$ cat src/rtl/case_conv_arbiter.sv
// Round-robin arbiter sharing one ASCII upper-case converter between NUM_REQ byte streams.
// Optional `STRING_TERM_EN: once a requester wins with a non-NUL byte it owns the output until it sends 8'h00.
module case_conv_arbiter #(
    parameter int NUM_REQ = 2,
    parameter int CNT_W   = 16
) (
    input  logic                   clk,
    input  logic                   rst_n,
    input  logic [NUM_REQ-1:0]     req_valid,
    input  logic [8*NUM_REQ-1:0]   req_data,
    output logic [NUM_REQ-1:0]     req_ready,
    output logic                   out_valid,
    output logic [7:0]             out_data,
    output logic [1:0]             out_src,
    input  logic                   out_ready,
    output logic [CNT_W-1:0]       conv_count
);

    logic             r_out_valid;
    logic [7:0]       r_out_data;
    logic [1:0]       r_out_src;
    logic [1:0]       r_last;
    logic [CNT_W-1:0] r_conv_count;

    logic [3:0]       w_valid_ext;
    logic [7:0]       w_bytes [4];
    logic [2:0]       w_cand;
    logic             w_rr_found;
    logic [1:0]       w_rr_grant;
    logic             w_found;
    logic [1:0]       w_grant;
    logic             w_space;
    logic             w_xfer;
    logic [7:0]       w_sel_data;
    logic [7:0]       w_conv;
    logic [3:0]       w_ready_ext;

    function automatic logic [7:0] f_conv(input logic [7:0] d);
        return (d >= 8'd97 && d <= 8'd122) ? (d & 8'hDF) : d;
    endfunction

    // NOTE: combinational blocks assign every output a default first so no latch is inferred.
    always_comb begin
        w_valid_ext = 4'(req_valid);
        for (int i = 0; i < 4; i++) w_bytes[i] = 8'h00;
        for (int i = 0; i < NUM_REQ; i++) w_bytes[i] = req_data[8*i +: 8];

        w_cand     = 3'd0;
        w_rr_found = 1'b0;
        w_rr_grant = 2'd0;
        for (int k = 1; k <= NUM_REQ; k++) begin
            w_cand = {1'b0, r_last} + 3'(k);
            if (w_cand >= 3'(NUM_REQ)) w_cand = w_cand - 3'(NUM_REQ);
            if (!w_rr_found && w_valid_ext[w_cand[1:0]]) begin
                w_rr_found = 1'b1;
                w_rr_grant = w_cand[1:0];
            end
        end
    end

`ifdef STRING_TERM_EN
    typedef enum logic {S_IDLE, S_LOCKED} state_t;

    state_t     r_state, w_state_nxt;
    logic [1:0] r_owner, w_owner_nxt;

    always_ff @(posedge clk or negedge rst_n) begin
        if (!rst_n) begin
            r_state <= S_IDLE;
            r_owner <= 2'd0;
        end else begin
            r_state <= w_state_nxt;
            r_owner <= w_owner_nxt;
        end
    end

    always_comb begin
        w_state_nxt = r_state;
        w_owner_nxt = r_owner;
        w_found     = w_rr_found;
        w_grant     = w_rr_grant;
        case (r_state)
            S_IDLE: begin
                if (w_xfer && w_sel_data != 8'h00) begin
                    w_state_nxt = S_LOCKED;
                    w_owner_nxt = w_grant;
                end
            end
            S_LOCKED: begin
                w_found = w_valid_ext[r_owner];
                w_grant = r_owner;
                if (w_xfer && w_sel_data == 8'h00) w_state_nxt = S_IDLE;
            end
            default: w_state_nxt = S_IDLE;
        endcase
    end
`else
    always_comb begin
        w_found = w_rr_found;
        w_grant = w_rr_grant;
    end
`endif

    // Grants are masked while reset is held so no requester sees an accept during reset.
    always_comb begin
        w_space     = rst_n & (~r_out_valid | out_ready);
        w_xfer      = w_found & w_space;
        w_sel_data  = w_bytes[w_grant];
        w_conv      = f_conv(w_sel_data);
        w_ready_ext = 4'd0;
        if (w_xfer) w_ready_ext[w_grant] = 1'b1;
    end

    // NOTE: sequential state uses non-blocking assignments only.
    always_ff @(posedge clk or negedge rst_n) begin
        if (!rst_n) begin
            r_out_valid  <= 1'b0;
            r_out_data   <= 8'h00;
            r_out_src    <= 2'd0;
            r_last       <= 2'(NUM_REQ - 1);
            r_conv_count <= '0;
        end else begin
            if (w_xfer) begin
                r_out_valid <= 1'b1;
                r_out_data  <= w_conv;
                r_out_src   <= w_grant;
                r_last      <= w_grant;
                if (w_conv != w_sel_data && r_conv_count != '1)
                    r_conv_count <= r_conv_count + CNT_W'(1);
            end else if (out_ready) begin
                r_out_valid <= 1'b0;
            end
        end
    end

    assign req_ready  = w_ready_ext[NUM_REQ-1:0];
    assign out_valid  = r_out_valid;
    assign out_data   = r_out_data;
    assign out_src    = r_out_src;
    assign conv_count = r_conv_count;

endmodule

$ cat config.mk
export PLATFORM = sky130hd
export DESIGN_NAME = case_conv_arbiter
export DESIGN_NICKNAME = d
export VERILOG_FILES = /design/src/rtl/case_conv_arbiter.sv
export SDC_FILE = /design/constraint.sdc
export NUM_CORES = 1
export LEC_CHECK = 0
export ABC_CLOCK_PERIOD_IN_PS = 2500
export BUFFER_PORTS_ARGS = -buffer_cell sky130_fd_sc_hd__buf_4
export CORE_MARGIN = 4
export CORE_UTILIZATION = 49
export CTS_CLUSTER_SIZE = 10
export DETAILED_ROUTE_END_ITERATION = 7
export PLACE_DENSITY = 0.88
export SKIP_LAST_GASP = 1
export SLEW_MARGIN = 20
export SYNTH_ARGS = -nofsm -noshare
export SYNTH_HDL_FRONTEND = slang
export SYNTH_SLANG_ARGS = --single-unit
$ cat constraint.sdc
create_clock -name clk -period 2.5 [get_ports clk]
set_clock_uncertainty 0.2 [all_clocks]
set_input_delay 0.375 -clock clk [delete_from_list [all_inputs] [get_ports clk]]
set_output_delay 0.375 -clock clk [all_outputs]
set_load 0.01 [all_outputs]
==> out/qor.txt <==
Outcome = finished clean
Post-DP HPWL = 2700 microns
Dominant synthesized flop cell = dfrtp_1
Vias = 1265
Drc violations = 0
DR WL/cell = 15.5 microns
#FFs+latches synth = 28
Clk sink count = 28
Pwr dens = 510 nW/um^2
Top post-synthesis cells by area = dfrtp_1 47%, xnor2_1 5.5%, mux2i_1 4.9%
Syn Inst Count = 138
Startpoint types = register
Maximum level of the CTS H-tree = 1
Worst-skew pair later-pin latency = 0.32 ns
Pin count of the biggest net entering global routing = 30
CP peak stage delay = 0.58 ns
Final Net Count = 214
PortBufs = 49
Core area = 2780 sq um
Row count = 19
Global Route Usage Sum = 0.191
Met3 wire len = 259 microns
Pre-antenna DRT Iters = 4
Distinct cells, synth = 43
Area delta synth->final = 32.1%
Period utilisation layout = 0.930
DRT Wirelength = 3430 microns
CTS tree = built
Die area = 3860 sq um
Seq/Total Area, Yosys = 0.489
Crit path capture type = output pin
IO Pins = 50
Congestion Overflow GR = 0
HP Start = req_data[9]
Die height = 62.1 microns
Met2 routed WL = 1720 microns
Slew HR = 0.675
Origin of the worst setup path = r_last[0]$_DFFE_PN1P_
Total negative slack = 0 ns
Post-synth ARST share = 1.00
Clock transition at path regs = 0.14 ns
Cell Area, Synth = 1440 sq um
R2r endpoint = conv_count[1]$_DFFE_PN0P_
Reg2Reg Depth = 6
Setup-failing EPs final = 0
VDD IR-drop max = 0.511 mV
CTS root buf = clkbuf_4
RSZ-0062 raised after global routing = no
Critical-path maximum fanout = 18
Initial Util = 0.516
CP cell instances = a21boi_1, o211ai_1, buf_4, a21oi_1, buf_4
M1 WL = 1440 microns
Slowest CP cell = dfstp_2
Synth warn = 0
Buffers inserted by post-CTS timing repair = 0
Top routing layer used = met4
Max clock buf depth = 2
Fraction of layout cells with a size suffix above 1 = 0.346
Fmax = 430 MHz
Lkg Pwr = 0.955 nW
Gp weighted congestion = 0.877
Vias in the first global route = 1329
DR vias/cell = 5.70
Die X = 62.1 microns
Initial antenna violation count = 0
R2r setup slk = 0.21 ns
Final min period = 2.33 ns
Worst Hold Class = in2reg
Antenna diodes = 0
Final worst-path setup slack = 0.175 ns
Post-synth EDFFs = 0
Syn nets = 160
Antenna-violating nets left = 0
Synth top cells by count = 27 x dfrtp_1, 16 x nand2_1, 9 x xnor2_1, 8 x nand3_1, 8 x o21ai_1
Fin. max-slew vios = 0
Synth top area share = 0.470
Max_cap viols = 0
Top-count cell post-synth = dfrtp_1
Final hold viol count = 0
Post-place setup slack = 0.176 ns
R2r startpoint = r_last[0]$_DFFE_PN1P_
CP dominant cell by count = buf_4
Critical Path RT = 1.92 ns
CTS Buf Count = 3
Data arrival time of the critical path = 1.75 ns
Yosys top cell by area = dfrtp_1
Worst Setup Path Type = reg2out
Worst slew pin tran = 0.484 ns
First-pass GRT wire length = 6170 microns
Average instance area after synthesis = 10.4 sq um
Worst setup path end = req_ready[0]
DRT iter0 DRCs = 101
[report_power, final]
part	switching, mW	internal (mW)
clock network	0.127	0.0626
registers	0.0343	0.499
logic	0.116	0.130
[stage by stage]
stage	util	instances	cell area [sq um]	hold slack, ns	power (mW)
4_1_cts	0.678	222	1890	0.128	0.979
6_report	0.682	222	1900	0.134	0.969
3_3_place_gp	0.665	217	1850	0.214	0.777
3_5_place_dp	0.665	217	1850	0.224	0.788
2_1_floorplan	-	138	1440	-0.121	0.649
5_1_grt	0.682	222	1900	0.132	1.04
[layout make-up]
cell class / instances / area [sq um]
Fill cell: 218 / 883
Inverter: 2 / 7.51
Multi-Input combinational cell: 103 / 716
Clock buffer: 4 / 26.3
Timing Repair Buffer: 54 / 408
Sequential cell: 28 / 702
Tap cell: 31 / 38.8
[sequential cells by signal, indices dropped and copies added (netlist names)]
| register | cells |
|---|---|
| out_valid | 1 |
| conv_count | 16 |
| out_data | 8 |
| out_src | 2 |
| r_last | 1 |
[timing repair]
| item | CTS | global route |
|---|---|---|
| gates resized for setup | 0 | 2 |
| hold buffers | 1 | 0 |
| endpoints found under the hold margin | 27 | 0 |
| setup endpoints to repair | 0 | 1 |
[cell families (layout without fill, tap and decap cells)]
| logic type | after synthesis | after routing | share of synthesized area |
|---|---|---|---|
| flip-flops | 28 | 28 | 0.489 |
| multiplexers | 8 | 8 | 0.0592 |
| AO/OA/AOI/OAI | 24 | 24 | 0.117 |
| AND/OR/NAND/NOR | 55 | 55 | 0.213 |
| buffers and inverters | 7 | 60 | 0.0218 |
| adder cells (fa/ha/maj) | 1 | 1 | 0.00871 |
| XOR/XNOR | 15 | 15 | 0.0915 |
[worst min-delay path by stage]
stage	endpoint	slack, ns	cells past startpoint
4_1_cts	out_data[1]$_DFFE_PN0P_	0.13	3
3_3_place_gp	out_valid$_DFFE_PN0P_	0.21	2
6_report	out_data[1]$_DFFE_PN0P_	0.13	3
2_1_floorplan	conv_count[0]$_DFFE_PN0P_	-0.12	0
3_5_place_dp	out_src[0]$_DFFE_PN0P_	0.22	2
5_1_grt	out_data[1]$_DFFE_PN0P_	0.13	3
[per-layer routing]
metal	GRT usage	vias up
met5	0	-
met3	0.0505	2
met1	0.247	604
met2	0.310	57
li1	-	602
met4	0.0596	0
[layout by cell type, fill, tap and decap left out, types with 2 or more instances in the layout]
cell,instances
and3_1,6
clkbuf_4,3
nor4_2,2
buf_4,53
nand3_1,8
nor3b_1,2
a21o_1,2
o21ai_1,8
mux2i_1,7
nand2_1,16
xnor2_1,9
and2_1,2
or4_1,2
dfrtp_1,27
a21oi_1,3
nor2_1,4
nand4_1,5
xor2_1,6
[critical path, delay by kind of cell (launching register included)]
family          cells  cell delay [ns]
compound gates      3             0.43
buf+inv             2             0.42
flops               1             0.58
(Power assumes the default switching activity.)
